`src/rtl/mycpu_pkg.sv`:
```
// Shared types for the 16-bit core control path: function-select codes,
// control sub-opcodes, sequencer states, instruction field positions and
// the decoded-instruction record.
// Optional build macro: MYCPU_MUL_2CYC_EN adds the S_EXEC2 state for FMUL.
package mycpu_pkg;

   typedef enum logic [3:0] {
      FMOVA = 4'h0, FINC  = 4'h1, FADD  = 4'h2, FSUB  = 4'h5,
      FDEC  = 4'h6, FAND  = 4'h8, FOR   = 4'h9, FXOR  = 4'hA,
      FNOT  = 4'hB, FMOVB = 4'hC, FSHR  = 4'hD, FSHL  = 4'hE,
      FMUL  = 4'hF
   } fs_t;

   typedef enum logic [2:0] {
      SUB_BZ   = 3'd0,
      SUB_BN   = 3'd1,
      SUB_JMP  = 3'd2,
      SUB_LDI  = 3'd3,
      SUB_HALT = 3'd4
   } ctrl_sub_t;

   typedef enum logic [2:0] {
      S_FETCH  = 3'd0,
      S_DECODE = 3'd1,
      S_EXEC   = 3'd2,
`ifdef MYCPU_MUL_2CYC_EN
      S_EXEC2  = 3'd3,
`endif
      S_HALT   = 3'd4
   } ctrl_state_t;

   localparam int OP_BIT  = 15;
   localparam int FS_HI   = 14;
   localparam int FS_LO   = 11;
   localparam int DA_HI   = 10;
   localparam int DA_LO   = 8;
   localparam int AA_HI   = 7;
   localparam int AA_LO   = 5;
   localparam int BA_HI   = 4;
   localparam int BA_LO   = 2;
   localparam int SUB_HI  = 14;
   localparam int SUB_LO  = 12;
   localparam int LDA_HI  = 11;
   localparam int LDA_LO  = 9;
   localparam int IMM_HI  = 7;
   localparam int OFF_HI  = 8;

   typedef struct packed {
      logic        is_alu;
      logic        is_mul;
      logic [2:0]  sub;
      logic [3:0]  fs;
      logic [2:0]  da;
      logic [2:0]  aa;
      logic [2:0]  ba;
      logic        mb_sel;
      logic [15:0] imm;
      logic        wr;
      logic [8:0]  off;
   } dec_t;

endpackage

```
`src/rtl/ctrl_decode.sv`:
```
// Combinational instruction decoder: IR word -> datapath selects and
// control class. Non-writing control ops leave all selects at zero.
module ctrl_decode
   import mycpu_pkg::*;
(
   input  logic [15:0] ir,
   output dec_t        dec
);

   // field extraction for both instruction classes
   always_comb begin
      dec        = '0;
      dec.off    = ir[OFF_HI:0];
      dec.sub    = ir[SUB_HI:SUB_LO];
      if (!ir[OP_BIT]) begin
         dec.is_alu = 1'b1;
         dec.fs     = ir[FS_HI:FS_LO];
         dec.da     = ir[DA_HI:DA_LO];
         dec.aa     = ir[AA_HI:AA_LO];
         dec.ba     = ir[BA_HI:BA_LO];
         dec.wr     = 1'b1;
         dec.is_mul = (ir[FS_HI:FS_LO] == FMUL);
      end else if (ir[SUB_HI:SUB_LO] == SUB_LDI) begin
         dec.fs     = FMOVB;
         dec.da     = ir[LDA_HI:LDA_LO];
         dec.mb_sel = 1'b1;
         dec.imm    = {8'h00, ir[IMM_HI:0]};
         dec.wr     = 1'b1;
      end
   end

endmodule

```
`src/rtl/cpu_ctrl_seq.sv`:
```
// Multi-cycle control sequencer: fetch over req/rdy, decode, execute.
// Owns PC, IR, flag register and the registered datapath controls.
// Optional build macro: MYCPU_MUL_2CYC_EN gives FMUL a second execute cycle.
//
//  state    | meaning
//  ---------+-----------------------------------------------------------
//  S_FETCH  | imem_req high at PC; wait for imem_rdy, latch IR, PC+1
//  S_DECODE | selects/fs/imm valid from IR, no write
//  S_EXEC   | write strobe + flag capture, or branch/jump/halt resolve
//  S_EXEC2  | second FMUL cycle (MYCPU_MUL_2CYC_EN only): write + flags
//  S_HALT   | stopped until reset
module cpu_ctrl_seq
   import mycpu_pkg::*;
#(
   parameter int              PC_W   = 8,
   parameter logic [PC_W-1:0] RST_PC = '0
) (
   input  logic            clk,
   input  logic            reset,
   output logic            imem_req,
   output logic [PC_W-1:0] imem_addr,
   input  logic            imem_rdy,
   input  logic [15:0]     imem_data,
   output logic [3:0]      fs_out,
   output logic [2:0]      da,
   output logic [2:0]      aa,
   output logic [2:0]      ba,
   output logic            mb_sel,
   output logic [15:0]     imm_out,
   output logic            rf_we,
   input  logic            z_in,
   input  logic            n_in,
   output logic            flag_z,
   output logic            flag_n,
   output logic            halted
);

   ctrl_state_t     state;
   logic [PC_W-1:0] pc;
   logic [15:0]     ir;
   logic            we_q;
   dec_t            dec;
   logic [15:0]     off16;

   // Decode the incoming word while fetching so controls register on accept
   ctrl_decode u_dec (
      .ir  ((state == S_FETCH) ? imem_data : ir),
      .dec (dec)
   );

   assign off16 = {{7{dec.off[8]}}, dec.off};

   // Sequencer, PC/IR/flags and registered datapath controls
   always_ff @(posedge clk) begin
      if (reset) begin
         state   <= S_FETCH;
         pc      <= RST_PC;
         ir      <= '0;
         flag_z  <= 1'b0;
         flag_n  <= 1'b0;
         we_q    <= 1'b0;
         fs_out  <= '0;
         da      <= '0;
         aa      <= '0;
         ba      <= '0;
         mb_sel  <= 1'b0;
         imm_out <= '0;
      end else begin
         case (state)
            S_FETCH: begin
               if (imem_rdy) begin
                  ir      <= imem_data;
                  pc      <= pc + PC_W'(1);
                  state   <= S_DECODE;
                  fs_out  <= dec.fs;
                  da      <= dec.da;
                  aa      <= dec.aa;
                  ba      <= dec.ba;
                  mb_sel  <= dec.mb_sel;
                  imm_out <= dec.imm;
               end
            end
            S_DECODE: begin
               state <= S_EXEC;
`ifdef MYCPU_MUL_2CYC_EN
               we_q  <= dec.wr & ~dec.is_mul;
`else
               we_q  <= dec.wr;
`endif
            end
            S_EXEC: begin
               we_q  <= 1'b0;
               state <= S_FETCH;
`ifdef MYCPU_MUL_2CYC_EN
               if (dec.is_alu && dec.is_mul) begin
                  state <= S_EXEC2;
                  we_q  <= 1'b1;
               end else
`endif
               begin
                  fs_out  <= '0;
                  da      <= '0;
                  aa      <= '0;
                  ba      <= '0;
                  mb_sel  <= 1'b0;
                  imm_out <= '0;
                  if (dec.is_alu) begin
                     flag_z <= z_in;
                     flag_n <= n_in;
                  end else begin
                     case (dec.sub)
                        SUB_BZ:   if (flag_z) pc <= pc + off16[PC_W-1:0];
                        SUB_BN:   if (flag_n) pc <= pc + off16[PC_W-1:0];
                        SUB_JMP:  pc <= pc + off16[PC_W-1:0];
                        SUB_HALT: state <= S_HALT;
                        default:  ;
                     endcase
                  end
               end
            end
`ifdef MYCPU_MUL_2CYC_EN
            S_EXEC2: begin
               flag_z  <= z_in;
               flag_n  <= n_in;
               we_q    <= 1'b0;
               state   <= S_FETCH;
               fs_out  <= '0;
               da      <= '0;
               aa      <= '0;
               ba      <= '0;
               mb_sel  <= 1'b0;
               imm_out <= '0;
            end
`endif
            S_HALT:  state <= S_HALT;
            default: state <= S_FETCH;
         endcase
      end
   end

   // Reset in the same cycle suppresses a pending write strobe
   assign rf_we     = we_q & ~reset;
   assign imem_req  = (state == S_FETCH);
   assign imem_addr = pc;
   assign halted    = (state == S_HALT);

endmodule

```
`config.mk`:
```
export PLATFORM = sky130hd
export DESIGN_NAME = cpu_ctrl_seq
export DESIGN_NICKNAME = d
export VERILOG_FILES = /design/src/rtl/mycpu_pkg.sv /design/src/rtl/ctrl_decode.sv /design/src/rtl/cpu_ctrl_seq.sv
export SDC_FILE = /design/constraint.sdc
export NUM_CORES = 1
export LEC_CHECK = 0
export CORE_MARGIN = 5
export CORE_UTILIZATION = 47
export CTS_BUF_LIST = sky130_fd_sc_hd__clkbuf_8
export DETAILED_ROUTE_END_ITERATION = 12
export HOLD_SLACK_MARGIN = 0.12
export PLACE_DENSITY = 0.81
export SLEW_MARGIN = 20
export SYNTH_ARGS = -nofsm -noshare
export SYNTH_HDL_FRONTEND = slang
export SYNTH_SLANG_ARGS = --single-unit
```
`constraint.sdc`:
```
create_clock -name clk -period 3.23 [get_ports clk]
set_input_delay 0.969 -clock clk [delete_from_list [all_inputs] [get_ports clk]]
set_output_delay 0.969 -clock clk [all_outputs]
set_load 0.02 [all_outputs]
```
==> results of run 1 <==
[worst register-to-register path, cell delays in order, from the launching register on]
cell and delay (ps):
dfxtp_1 540, nor3b_1 260, buf_4 220, nand2_1 110, inv_1 70, ha_1 210, a21oi_1 190, o211ai_1 190
o41a_1 380, mux2i_1 170, nand4_1 110
[worst paths after layout]
check / cells after the start / from / slack (ps) / endpoint
worst max-delay path: 3 / reset / 70 / rf_we
worst max register to register: 10 / state[1] / 660 / imem_addr[7]
worst min-delay path: 2 / mb_sel / 450 / mb_sel
worst min register to register: 2 / mb_sel / 450 / mb_sel
[logic make-up (layout without fill, tap and decap cells)]
family	after synthesis	after routing	share of synthesized area, %
AOI/OAI and AO/OA	77	77	19.08
DFF	51	51	38.91
xor gates and xnor gates	2	2	0.6677
other	1	8	0.1429
muxes	18	18	7.248
buffers and inverters	30	73	6.962
and+or+nand+nor	112	112	22.89
adders and majority gates	8	8	4.101
[sequential cells by signal (all words and copies together) (netlist names)]
name	cells
flag_z	1
flag_n	1
ba	3
aa	3
da	3
imm_out	8
fs_out	4
mb_sel	1
ir	15
state	3
we_q	1
imem_addr	8
[stage by stage]
stage / hold slack [ps] / area [um^2] / cells / util, %
after floorplan: 433.8 / 2650 / 306 / -
after global placement: 435.9 / 3174 / 413 / 58.00
after detailed placement: 436.3 / 3174 / 413 / 58.00
after CTS: 450.1 / 3273 / 421 / 59.81
after global routing: 483.7 / 3279 / 421 / 59.92
final: 446.2 / 3279 / 421 / 59.92
[cell type report]
class                      instances  area, um^2
fill                             480        2193
multi-input combinational        225        1459
sequential                        51        1021
timing repair buffer              61       595.6
tap                               72       90.09
clock buffer                       6       82.58
clock inverter                     2       16.27
inverter                           4       15.01
[placed cells by master, fill, tap and decap left out, drive strengths merged, types with 6 or more instances in the layout]
cell type,count
ha,7
nand2,51
dfxtp,51
a21oi,28
clkbuf,6
nand2b,6
buf,6
mux2i,13
clkdlybuf4s50,55
or3b,6
o21ai,19
a22o,8
conb,8
nor2,18
and2,6
[power groups by stage]
stage | registers (W) | clock network [W] | logic [W]
final | 0.000677 | 0.000389 | 0.000236
after global routing | 0.000681 | 0.000424 | 0.000258
after CTS | 0.000677 | 0.000403 | 0.000236
after detailed placement | 0.000691 | 0 | 0.000235
after global placement | 0.000691 | 0 | 0.000232
after floorplan | 0.000699 | 0 | 0.000148
[layer usage]
metal	wire length, um	share of wire, %	GRT usage [%]
met2	2743	47	27.76
met1	2669	45	21.86
met5	0	0	0
met3	360	6.1	4.220
met4	104	1.8	6.187
==> flow_summary.ini, run 1 <==
[pwr]
p_leak_nw = 1.250
p_clk_share_pct = 29.9
p_total_w = 0.001302
switching_share_pct = 28.10
irDropWorstVdd_uv = 168.0
p_sw_w = 0.0003658
p_int_w = 0.0009358
p_seq_share_pct = 52.0
power_density_nw_per_um2 = 396.9
pwr-share-comb_pct = 18.1

[setup_path]
slowest_delay_ps = 620
cp_cell_sequence = clkdlybuf4s50_1 > nor2b_1 > clkdlybuf4s50_1
path_common_cell = clkdlybuf4s50_1
cp.arrival_ps = 2190
crit_path_end_kind = output port
path_buf_inv = 2
critPathTopFamily = buffers and inverters
critPathKind = in2out
crit_slowest_cell = clkdlybuf4s50_1
start_kind = primary input
cp_data_required_time_ps = 2260
cp_max_fo = 2

[clock_network]
tritoncts = done
clk_path_buf_depth = 2
htreeDepth = 2
clk_pin_slew_ps = 90
cts-resized-gates = 0
hold_buffers = 0
root_buffer = clkbuf_8
clkLatencyLatePin_ps = 310
cts_buffers = 5
numClockSinks = 51
cts_setup_buffers = 0

[place]
hpwl_um = 4378
portBuffers = 55
gp_congestion = 0.8844
pre_cts_ws_ps = 61.41

[global_routing]
grt_start_max_net_pins = 43
antenna_found_initial = 0
grt_pass1_vias = 2093
grt_overflow = 0
grt_usage_pct = 17.05
grt_pass1_wl_um = 10010

[yosys]
synth.distinct_cells = 50
synth.avg_cell_area_um2 = 8.775
netlist_instances = 299
ys_async_sr_fraction_pct = 0
syn_area_um2 = 2624
synth_top_area_share_pct = 38.91
ys_seq_area_share_pct = 38.91
synth_seq_cells = 51
synth_ff_type = dfxtp_1
synth_common_cells = dfxtp_1, nand2_1, a21oi_1
synth_edf_count = 0
yosys_warnings = 0
yosys-top-cells-area = dfxtp_1, nand2_1, a21oi_1, mux2i_1, ha_1
yosysTopAreaCell = dfxtp_1

[drt]
drt_iter0_markers = 148
wl_um = 5878
first_pass_iters = 4
vias = 2232
wl_per_cell_um = 13.96
drc = 0
postRouteAntennaNets = 0
via_per_inst = 5.302

[sta]
setup_viol = 0
worst_slew_pin_slew_ps = 721.9
min_period_ps = 3159
grt_setup_unrepaired = false
hold_violations = 0
tns_ps = 0
layout_setup_ws_ps = 71.40
fmax_ghz = 0.3166
slew_headroom_pct = 51.71
fin_crit_sh_pct = 97.79
finalMaxSlewViolations = 0
fin_skew_ps = 8.293

[status]
status = completed

[floorplan]
start_util_pct = 47.94
core_area_um2 = 5473
die_w_um = 84.72
rows = 27
fp.dieArea_um2 = 7177
die_y_um = 84.72
ios = 64

[final_layout]
fin_nets = 377
n_antenna_cell = 0
drive_gt1_share_pct = 8.309
syn2layout_area_growth_pct = 24.99

[run]
cap_violations = 0

[min_path]
hold_class = reg2reg
No activity file was read; power rests on OpenSTA's default activity.
==> run 2: changes to the inputs <==
--- a/config.mk
+++ b/config.mk
@@ -5,6 +5,7 @@
 export SDC_FILE = /design/constraint.sdc
 export NUM_CORES = 1
 export LEC_CHECK = 0
+export ABC_CLOCK_PERIOD_IN_PS = 3230
 export CORE_MARGIN = 5
 export CORE_UTILIZATION = 47
 export CTS_BUF_LIST = sky130_fd_sc_hd__clkbuf_8
==> results of run 2 <==
No change in the layout: final DEF, timing and power equal those of run 1.
